==> config.mk <==
export PLATFORM = sky130hd
export DESIGN_NAME = tdc_serial_shifter
export DESIGN_NICKNAME = d
export VERILOG_FILES = /design/src/rtl/tdc_serial_shifter.sv
export SDC_FILE = /design/constraint.sdc
export NUM_CORES = 1
export LEC_CHECK = 0
export ABC_AREA = 1
export CORE_ASPECT_RATIO = 0.6
export CORE_MARGIN = 2
export CORE_UTILIZATION = 30
export DETAILED_ROUTE_END_ITERATION = 10
export PLACE_DENSITY_LB_ADDON = 0.3
export REMOVE_ABC_BUFFERS = 1
export SLEW_MARGIN = 15
export SYNTH_ARGS = -nofsm -noshare
export SYNTH_HDL_FRONTEND = slang
export SYNTH_SLANG_ARGS = --single-unit
==> constraint.sdc <==
create_clock -name clkin -period 2.4 [get_ports clkin]
set_input_delay 0.48 -clock clkin [delete_from_list [all_inputs] [get_ports clkin]]
set_output_delay 0.48 -clock clkin [all_outputs]
set_load 0.01 [all_outputs]
==> src/rtl/tdc_serial_shifter.sv <==
// tdc_serial_shifter: drives the TDC chip serial config port.
// A rising edge on start snapshots cfg_data, pulses the chip reset, shifts
// all 8*NBYTES bits MSB-first (byte 0 first), then issues a capture strobe.
// All outputs are registered and active-high.
// Optional build macro TDC_SHIFT_READBACK_EN adds p_sdo sampling into
// rb_data and an rb_mismatch flag comparing it with the previous snapshot.
module tdc_serial_shifter #(
  parameter int NBYTES       = 12,
  parameter int CLK_DIV      = 8,
  parameter int RESET_CYCLES = 16
) (
  input  logic                  clkin,
  input  logic                  rst,
  input  logic                  start,
  input  logic [8*NBYTES-1:0]   cfg_data,
  output logic                  p_sck,
  output logic                  p_sda,
  output logic                  p_scapt,
  output logic                  p_reset,
  output logic                  busy,
  output logic                  done
`ifdef TDC_SHIFT_READBACK_EN
  ,
  input  logic                  p_sdo,
  output logic [8*NBYTES-1:0]   rb_data,
  output logic                  rb_mismatch
`endif
);

  localparam int NBITS = 8 * NBYTES;
  localparam int PW    = $clog2(CLK_DIV) + 1;
  localparam int BW    = $clog2(NBITS) + 1;
  localparam int RW    = $clog2(RESET_CYCLES) + 1;
  localparam int IW    = $clog2(NBITS);

  localparam logic [PW-1:0] PH_LAST  = PW'(CLK_DIV - 1);
  localparam logic [BW-1:0] BIT_LAST = BW'(NBITS - 1);
  localparam logic [RW-1:0] RST_LAST = RW'(RESET_CYCLES - 1);

  typedef enum logic [2:0] {
    S_IDLE, S_RESET, S_SHIFT, S_CAPT, S_DONE
  } state_t;

  state_t             state, nstate;
  logic               start_q;
  logic               start_edge;
  logic [NBITS-1:0]   snap;
  logic [PW-1:0]      ph_cnt, ph_nx;
  logic [BW-1:0]      bit_cnt, bit_nx;
  logic [RW-1:0]      rst_cnt, rst_nx;
  logic               hi, hi_nx;
  logic [IW-1:0]      sda_idx;

  logic p_sck_nx, p_sda_nx, p_scapt_nx, p_reset_nx, busy_nx, done_nx;

  assign start_edge = start & ~start_q;

  // Bit i of the frame is byte i/8, bit 7-(i%8): flipping the low three
  // bits of the counter maps frame order onto the cfg_data layout.
  assign sda_idx = bit_nx[IW-1:0] ^ IW'(7);

  // Start edge detector and snapshot of the config image on acceptance
  always_ff @(posedge clkin or negedge rst) begin
    if (!rst) begin
      start_q <= 1'b0;
      snap    <= '0;
    end else begin
      start_q <= start;
      if (state == S_IDLE && start_edge) snap <= cfg_data;
    end
  end

  // State and counter registers
  always_ff @(posedge clkin or negedge rst) begin
    if (!rst) begin
      state   <= S_IDLE;
      ph_cnt  <= '0;
      bit_cnt <= '0;
      rst_cnt <= '0;
      hi      <= 1'b0;
    end else begin
      state   <= nstate;
      ph_cnt  <= ph_nx;
      bit_cnt <= bit_nx;
      rst_cnt <= rst_nx;
      hi      <= hi_nx;
    end
  end

  // Next-state and counter sequencing; hi selects the second half-period
  always_comb begin
    nstate = state;
    ph_nx  = ph_cnt;
    bit_nx = bit_cnt;
    rst_nx = rst_cnt;
    hi_nx  = hi;
    case (state)
      S_IDLE: begin
        if (start_edge) begin
          nstate = S_RESET;
          rst_nx = '0;
        end
      end
      S_RESET: begin
        if (rst_cnt == RST_LAST) begin
          nstate = S_SHIFT;
          ph_nx  = '0;
          hi_nx  = 1'b0;
          bit_nx = '0;
        end else begin
          rst_nx = rst_cnt + 1'b1;
        end
      end
      S_SHIFT: begin
        if (ph_cnt == PH_LAST) begin
          ph_nx = '0;
          hi_nx = ~hi;
          if (hi) begin
            if (bit_cnt == BIT_LAST) nstate = S_CAPT;
            else                     bit_nx = bit_cnt + 1'b1;
          end
        end else begin
          ph_nx = ph_cnt + 1'b1;
        end
      end
      S_CAPT: begin
        if (ph_cnt == PH_LAST) begin
          ph_nx = '0;
          hi_nx = ~hi;
          if (hi) nstate = S_DONE;
        end else begin
          ph_nx = ph_cnt + 1'b1;
        end
      end
      S_DONE:  nstate = S_IDLE;
      default: nstate = S_IDLE;
    endcase
  end

  // Output decode from the next state so the pins come straight off flops
  always_comb begin
    p_reset_nx = (nstate == S_RESET);
    p_sck_nx   = (nstate == S_SHIFT) && hi_nx;
    p_sda_nx   = (nstate == S_SHIFT) ? snap[sda_idx] : 1'b0;
    p_scapt_nx = (nstate == S_CAPT) && !hi_nx;
    busy_nx    = (nstate == S_RESET) || (nstate == S_SHIFT) || (nstate == S_CAPT);
    done_nx    = (nstate == S_DONE);
  end

  // Registered outputs
  always_ff @(posedge clkin or negedge rst) begin
    if (!rst) begin
      p_reset <= 1'b0;
      p_sck   <= 1'b0;
      p_sda   <= 1'b0;
      p_scapt <= 1'b0;
      busy    <= 1'b0;
      done    <= 1'b0;
    end else begin
      p_reset <= p_reset_nx;
      p_sck   <= p_sck_nx;
      p_sda   <= p_sda_nx;
      p_scapt <= p_scapt_nx;
      busy    <= busy_nx;
      done    <= done_nx;
    end
  end

`ifdef TDC_SHIFT_READBACK_EN
  logic [NBITS-1:0] prev_snap;
  logic [IW-1:0]    rb_idx;

  assign rb_idx = bit_cnt[IW-1:0] ^ IW'(7);

  // Sample chip output at the end of each sck high phase; compare at DONE
  always_ff @(posedge clkin or negedge rst) begin
    if (!rst) begin
      rb_data     <= '0;
      rb_mismatch <= 1'b0;
      prev_snap   <= '0;
    end else begin
      if (state == S_SHIFT && hi && ph_cnt == PH_LAST) rb_data[rb_idx] <= p_sdo;
      if (state == S_DONE) begin
        rb_mismatch <= (rb_data != prev_snap);
        prev_snap   <= snap;
      end
    end
  end
`endif

endmodule
==> impl_metrics.env, run 1 <==
export IMPL_netlist_area_um2=6010
export IMPL_grt_max_degree=98
export IMPL_syn_to_final_growth_pct=38.4
export IMPL_required_ns=2.73
export IMPL_irDropWorstVdd_mv=0.501
export IMPL_die_height_um=114
export IMPL_gp_congestion=0.819
export IMPL_synth_top_area_share_pct=51.6
export IMPL_wire_per_inst_um=14.6
export IMPL_grt_pass1_vias=5330
export IMPL_antenna_found_initial=0
export IMPL_synth_area_leader_cell="dfrtp_1"
export IMPL_min_period_ns=2.39
export IMPL_die_w_um=187
export IMPL_ff2ff_path_depth=14
export IMPL_postLayoutCoreUtil_pct=42.0
export IMPL_synth_cell_type_count=33
export IMPL_crit_buf_inv=1
export IMPL_tightest_slew_ns=0.516
export IMPL_yosys_warnings=0
export IMPL_clock_skew_final_ns=0.0127
export IMPL_path_max_fanout=13
export IMPL_routed_wl_mm=17.4
export IMPL_syn_inst=789
export IMPL_overflow=0
export IMPL_fmax_mhz=418
export IMPL_cts_buffers=17
export IMPL_grt_pass1_wl_mm=29.0
export IMPL_outcome="completed"
export IMPL_row_count=40
export IMPL_clockPowerShare_pct=53.3
export IMPL_stdcell_count=1195
export IMPL_synth_seq_cells=124
export IMPL_antenna_left=0
export IMPL_crit_family="simple AND/OR/NAND/NOR gates"
export IMPL_drtPass1Iterations=5
export IMPL_synth_edf_count=0
export IMPL_ys_flop_type="dfrtp_1"
export IMPL_period_share_pct=99.7
export IMPL_finalPower_mw=4.93
export IMPL_startpoint_type="register"
export IMPL_drv_slew=0
export IMPL_placed_cells=1157
export IMPL_hold_violations=0
export IMPL_pre_cts_slack_ns=-0.103
export IMPL_slowest_delay_ns=0.38
export IMPL_cts_tree="done"
export IMPL_async_flop_share_pct=100
export IMPL_dieArea_um2=21200
export IMPL_start_util_pct=30.3
export IMPL_design_area_um2=8320
export IMPL_antenna_cells=0
export IMPL_setup_viol=0
export IMPL_synth_common_cells="nand2_1 (398), dfrtp_1 (124), nand3_1 (116), inv_1 (33), clkbuf_1 (19)"
export IMPL_drt_initial_drc_count=418
export IMPL_power_density_nw_per_um2=593
export IMPL_crit_path_frequent_cell="nand3_1"
export IMPL_p_comb_share_pct=4.3
export IMPL_p_leak_nw=4.06
export IMPL_path_clk_slew_ns=0.06
export IMPL_end_kind="register"
export IMPL_grt_total_usage_pct=17.3
export IMPL_ys_seq_area_share_pct=51.6
export IMPL_hp_class="primary input to asynchronous set/reset pin"
export IMPL_clock_sinks=124
export IMPL_dp_hpwl_mm=11.9
export IMPL_drv_cap=0
export IMPL_vias=5432
export IMPL_rsz0062_at_grt="true"
export IMPL_htree_levels=4
export IMPL_switchingPower_mw=1.02
export IMPL_viasPerCell=4.55
export IMPL_core_area_um2=19800
export IMPL_cp_cell_sequence="ha_1 > nand3_2 > nor2_4 > nand4_1 > nand2_2 > buf_4 > nand2_1 > nand3_1 > nand3_1 > nand3_2 > nand3_1 > nand3_1 > nand3_1 > nor2_1"
export IMPL_drive_gt1_share_pct=11.1
export IMPL_clockBufferDepth=2
export IMPL_placed_area_um2=7490
export IMPL_worstSetupPathType="register to register"
export IMPL_synthTopCellsByArea="dfrtp_1 (52%), nand2_1 (25%), nand3_1 (9.7%)"
export IMPL_slew_headroom_pct=65.6
export IMPL_cpMaxStageDelayCell="dfrtp_1"
export IMPL_arrival_ns=2.73
export IMPL_seqPwrFrac_pct=42.4
export IMPL_cts_root_buf="clkbuf_16"
export IMPL_pin_count=105
export IMPL_layout_setup_ws_ns=0.00697
export IMPL_avgSynthCellArea_um2=7.62
export IMPL_fin_nets=1013
export IMPL_portBuffers=104
export IMPL_clk_latency_ns=0.41
export IMPL_yosysMostFrequentCell="nand2_1"
export IMPL_p_sw_share_pct=20.6
export IMPL_drc=0
export IMPL_internal_power_mw=3.92
export IMPL_crit_cells=14
## cells by family after synthesis
family / after synthesis / synth area share [%]
compound gates: 25 / 2.33
fa+ha+maj: 4 / 0.833
flops: 124 / 51.6
simple gates: 560 / 39.5
xor+xnor: 2 / 0.292
buf+inv: 74 / 5.45
## power groups by stage
stage / Clock [mW] / Sequential [mW] / Combinational [mW]
3_3_place_gp: 0 / 2.13 / 0.213
5_1_grt: 2.79 / 2.09 / 0.231
3_5_place_dp: 0 / 2.13 / 0.216
2_1_floorplan: 0 / 2.13 / 0.000681
6_report: 2.63 / 2.09 / 0.213
4_1_cts: 2.67 / 2.09 / 0.218
## cell usage in the layout (no fill, tap or decap), types with 7 or more instances in the layout
| cell | n |
|---|---|
| nand3_1 | 104 |
| inv_1 | 32 |
| nor2_1 | 16 |
| clkdlybuf4s50_1 | 103 |
| buf_12 | 7 |
| nand3_2 | 13 |
| dfrtp_1 | 124 |
| o21ai_0 | 7 |
| buf_4 | 23 |
| nand2_1 | 398 |
| clkbuf_16 | 19 |
## area by class of cell
class / count / area (um2)
fill: 2029 / 11500
sequential: 124 / 3100
multi-input combinational: 591 / 2690
timing repair buffer: 138 / 1440
clock buffer: 21 / 460
tap: 273 / 342
inverter: 38 / 143
clock inverter: 10 / 141
## worst register-to-register path: stages (launching register included)
cell and delay [ns]:
dfrtp_1 0.38, ha_1 0.25, nand3_2 0.14, nor2_4 0.22, nand4_1 0.23, nand2_2 0.17, buf_4 0.22, nand2_1 0.09
nand3_1 0.07, nand3_1 0.09, nand3_2 0.09, nand3_1 0.08, nand3_1 0.09, nand3_1 0.10, nor2_1 0.11
## timing repair
action	in CTS	in global routing
gates cloned	0	2
setup buffers	0	5
setup endpoints to repair	1	1
hold buffers	0	0
gates resized for setup	8	22
pin swaps	1	6
## stage by stage
step | setup TNS [ns] | hold slack (ns)
floorplan | -186.32 | 0.184
global placement | -0.00808 | 0.464
detailed placement | -0.103 | 0.466
CTS | 0 | 0.0506
global route | -0.179 | 0.0573
finish | 0 | 0.0391
## registers in the layout (all words and copies together) (netlist names)
| register | count |
|---|---|
| snap | 96 |
| state | 3 |
| hi | 1 |
| start_q | 1 |
| p_sck | 1 |
| rst_cnt | 5 |
| done | 1 |
| ph_cnt | 4 |
| bit_cnt | 8 |
| p_reset | 1 |
| p_sda | 1 |
| p_scapt | 1 |
| busy | 1 |
## path summary, 6_finish.rpt
check / start / endpoint / slack, ns
worst max-delay path: ph_cnt[0] / p_sda / 0.007
worst min-delay path: rst / snap[90] / 0.04
worst max register to register: ph_cnt[0] / p_sda / 0.007
worst min register to register: ph_cnt[3] / ph_cnt[3] / 0.47
max in group asynchronous: rst / bit_cnt[7] / 1.64
min in group clkin: ph_cnt[3] / ph_cnt[3] / 0.47
## layer usage
layer / vias to the layer above / wire length, um / GRT usage [%]
met3: 11 / 1110 / 4.15
li1: 2758 / - / -
met4: 0 / 123 / 4.44
met2: 152 / 6700 / 22.9
met5: - / 0 / 0
met1: 2511 / 9520 / 27.6
No activity file was read; power rests on OpenSTA's default activity.
==> run 2, diff against run 1 <==
- PLACE_DENSITY: default -> 0.57
- PLACE_DENSITY_LB_ADDON: 0.3 -> default
==> run 2 against run 1 <==
Sequential power is essentially flat. Flip-flop and latch count is the same. Combinational power is essentially flat. Sequential share of layout area is essentially flat. Cell count grew 0.50%. Critical path depth grew 4. Power grew 2.4%. Clock skew shrank 0.0050 ns. Utilization is essentially flat. Die area is the same. Routed wire length grew 2.3%. Critical path type unchanged. Critical endpoint unchanged. Highest routed layer unchanged.
==> impl_metrics.env, run 2 (synthesized netlist as in run 1, its figures left out) <==
export IMPL_irDropWorstVdd_mv=0.476
export IMPL_stdcell_count=1201
export IMPL_syn_to_final_growth_pct=38.4
export IMPL_overflow=0
export IMPL_pin_count=105
export IMPL_crit_family="simple AND/OR/NAND/NOR gates"
export IMPL_clock_sinks=124
export IMPL_startpoint_type="register"
export IMPL_hold_violations=0
export IMPL_fin_nets=1018
export IMPL_cts_root_buf="clkbuf_16"
export IMPL_largest_register="snap"
export IMPL_crit_buf_inv=3
export IMPL_dieArea_um2=21200
export IMPL_hold_buffers=0
export IMPL_htree_levels=4
export IMPL_reg_largest_list="snap (96), bit_cnt (8), rst_cnt (5)"
export IMPL_hp_class="primary input to asynchronous set/reset pin"
export IMPL_drive_gt1_share_pct=11.1
export IMPL_fmax_mhz=428
export IMPL_gp_congestion=0.830
export IMPL_cpMaxStageDelayCell="dfrtp_1"
export IMPL_ff2ff_path_depth=18
export IMPL_dp_hpwl_mm=12.2
export IMPL_clk_latency_ns=0.41
export IMPL_path_max_fanout=9
export IMPL_final_common_cell="nand2_1"
export IMPL_slowest_delay_ns=0.36
export IMPL_grt_pass1_vias=5382
export IMPL_cts_tree="done"
export IMPL_p_leak_nw=4.08
export IMPL_worstSetupPathType="register to register"
export IMPL_antenna_cells=0
export IMPL_row_count=40
export IMPL_cp_cell_sequence="ha_2 > inv_1 > nor3_2 > ha_2 > nand3_4 > nand2_4 > nand4_4 > nand2_4 > buf_6 > buf_4 > nand2_1 > nand3_1 > nand3_1 > nand3_1 > nand3_1 > nand3_1 > nand3_1 > nor2_1"
export IMPL_drv_cap=0
export IMPL_rsz0062_at_grt="true"
export IMPL_drt_initial_drc_count=562
export IMPL_vias=5495
export IMPL_period_share_pct=97.2
export IMPL_routed_wl_mm=17.9
export IMPL_drtPass1Iterations=7
export IMPL_antenna_left=0
export IMPL_min_period_ns=2.33
export IMPL_required_ns=2.74
export IMPL_path_clk_slew_ns=0.06
export IMPL_die_w_um=187
export IMPL_outcome="completed"
export IMPL_postLayoutCoreUtil_pct=42.0
export IMPL_end_kind="register"
export IMPL_start_util_pct=30.3
export IMPL_grt_max_degree=98
export IMPL_clock_skew_final_ns=0.00775
export IMPL_arrival_ns=2.68
export IMPL_crit_path_frequent_cell="nand3_1"
export IMPL_grt_total_usage_pct=17.5
export IMPL_largest_register_ffs=96
export IMPL_cts_buffers=17
export IMPL_grt_pass1_wl_mm=29.1
export IMPL_fin_tns_setup_ns=0
export IMPL_placed_cells=1156
export IMPL_portBuffers=104
export IMPL_antenna_found_initial=0
export IMPL_clockBufferDepth=2
export IMPL_viasPerCell=4.58
export IMPL_drv_slew=0
export IMPL_core_area_um2=19800
export IMPL_final_cell_mix="nand2_1 (398), dfrtp_1 (124), nand3_1 (111), clkdlybuf4s50_1 (103), inv_1 (32)"
export IMPL_tightest_slew_ns=0.509
export IMPL_crit_cells=18
export IMPL_slew_headroom_pct=66.1
export IMPL_power_density_nw_per_um2=607
export IMPL_die_height_um=114
export IMPL_setup_viol=0
export IMPL_drc=0
export IMPL_wire_per_inst_um=14.9
==> run 2: layout make-up <==
cell class / instances / area [um2]
sequential: 124 / 3100
fill: 2030 / 11500
tap: 273 / 342
clock inverter: 12 / 185
multi-input combinational: 591 / 2650
timing repair buffer: 143 / 1450
inverter: 38 / 143
clock buffer: 20 / 447
==> run 2: path summary, 6_finish.rpt <==
check	start	endpoint	slack [ns]
max	rst_cnt[1]	p_sda	0.07
min	rst	snap[42]	0.04
max reg2reg	rst_cnt[1]	p_sda	0.07
min reg2reg	snap[58]	snap[58]	0.48
max in group asynchronous	rst	snap[62]	1.68
min in group clkin	snap[58]	snap[58]	0.48
==> run 2: per-layer routing <==
layer / part of all wire, % / track usage (%)
met2: 36 / 21.9
met1: 57 / 29.1
met3: 5.9 / 4.12
met5: 0 / 0
met4: 0.37 / 3.81
==> run 2: what timing repair did <==
item / CTS / global route
pin swaps: 3 / 5
endpoints found under the setup margin: 1 / 3
hold endpoints to repair: 0 / 0
setup buffers: 2 / 10
gates cloned: 1 / 0
gates resized for setup: 5 / 13
==> run 2: through the flow <==
| stage | total power [mW] | hold WS, ns | cell area [um2] | worst slack [ns] |
|---|---|---|---|---|
| CTS | 5.10 | 0.0486 | 8190 | 0.0419 |
| global route | 5.21 | 0.0676 | 8320 | -0.159 |
| global placement | 2.35 | 0.464 | 7490 | 0.0637 |
| floorplan | 2.13 | 0.184 | 5820 | -2.24 |
| finish | 5.05 | 0.0365 | 8320 | 0.0660 |
| detailed placement | 2.35 | 0.465 | 7490 | 0.0133 |
==> run 2: report_power, final <==
| part | switching, mW | total (mW) | leakage [nW] | internal, mW |
|---|---|---|---|---|
| Clock | 0.966 | 2.74 | 0.306 | 1.78 |
| Combinational | 0.0703 | 0.216 | 2.10 | 0.146 |
| Sequential | 0.000210 | 2.09 | 1.68 | 2.09 |
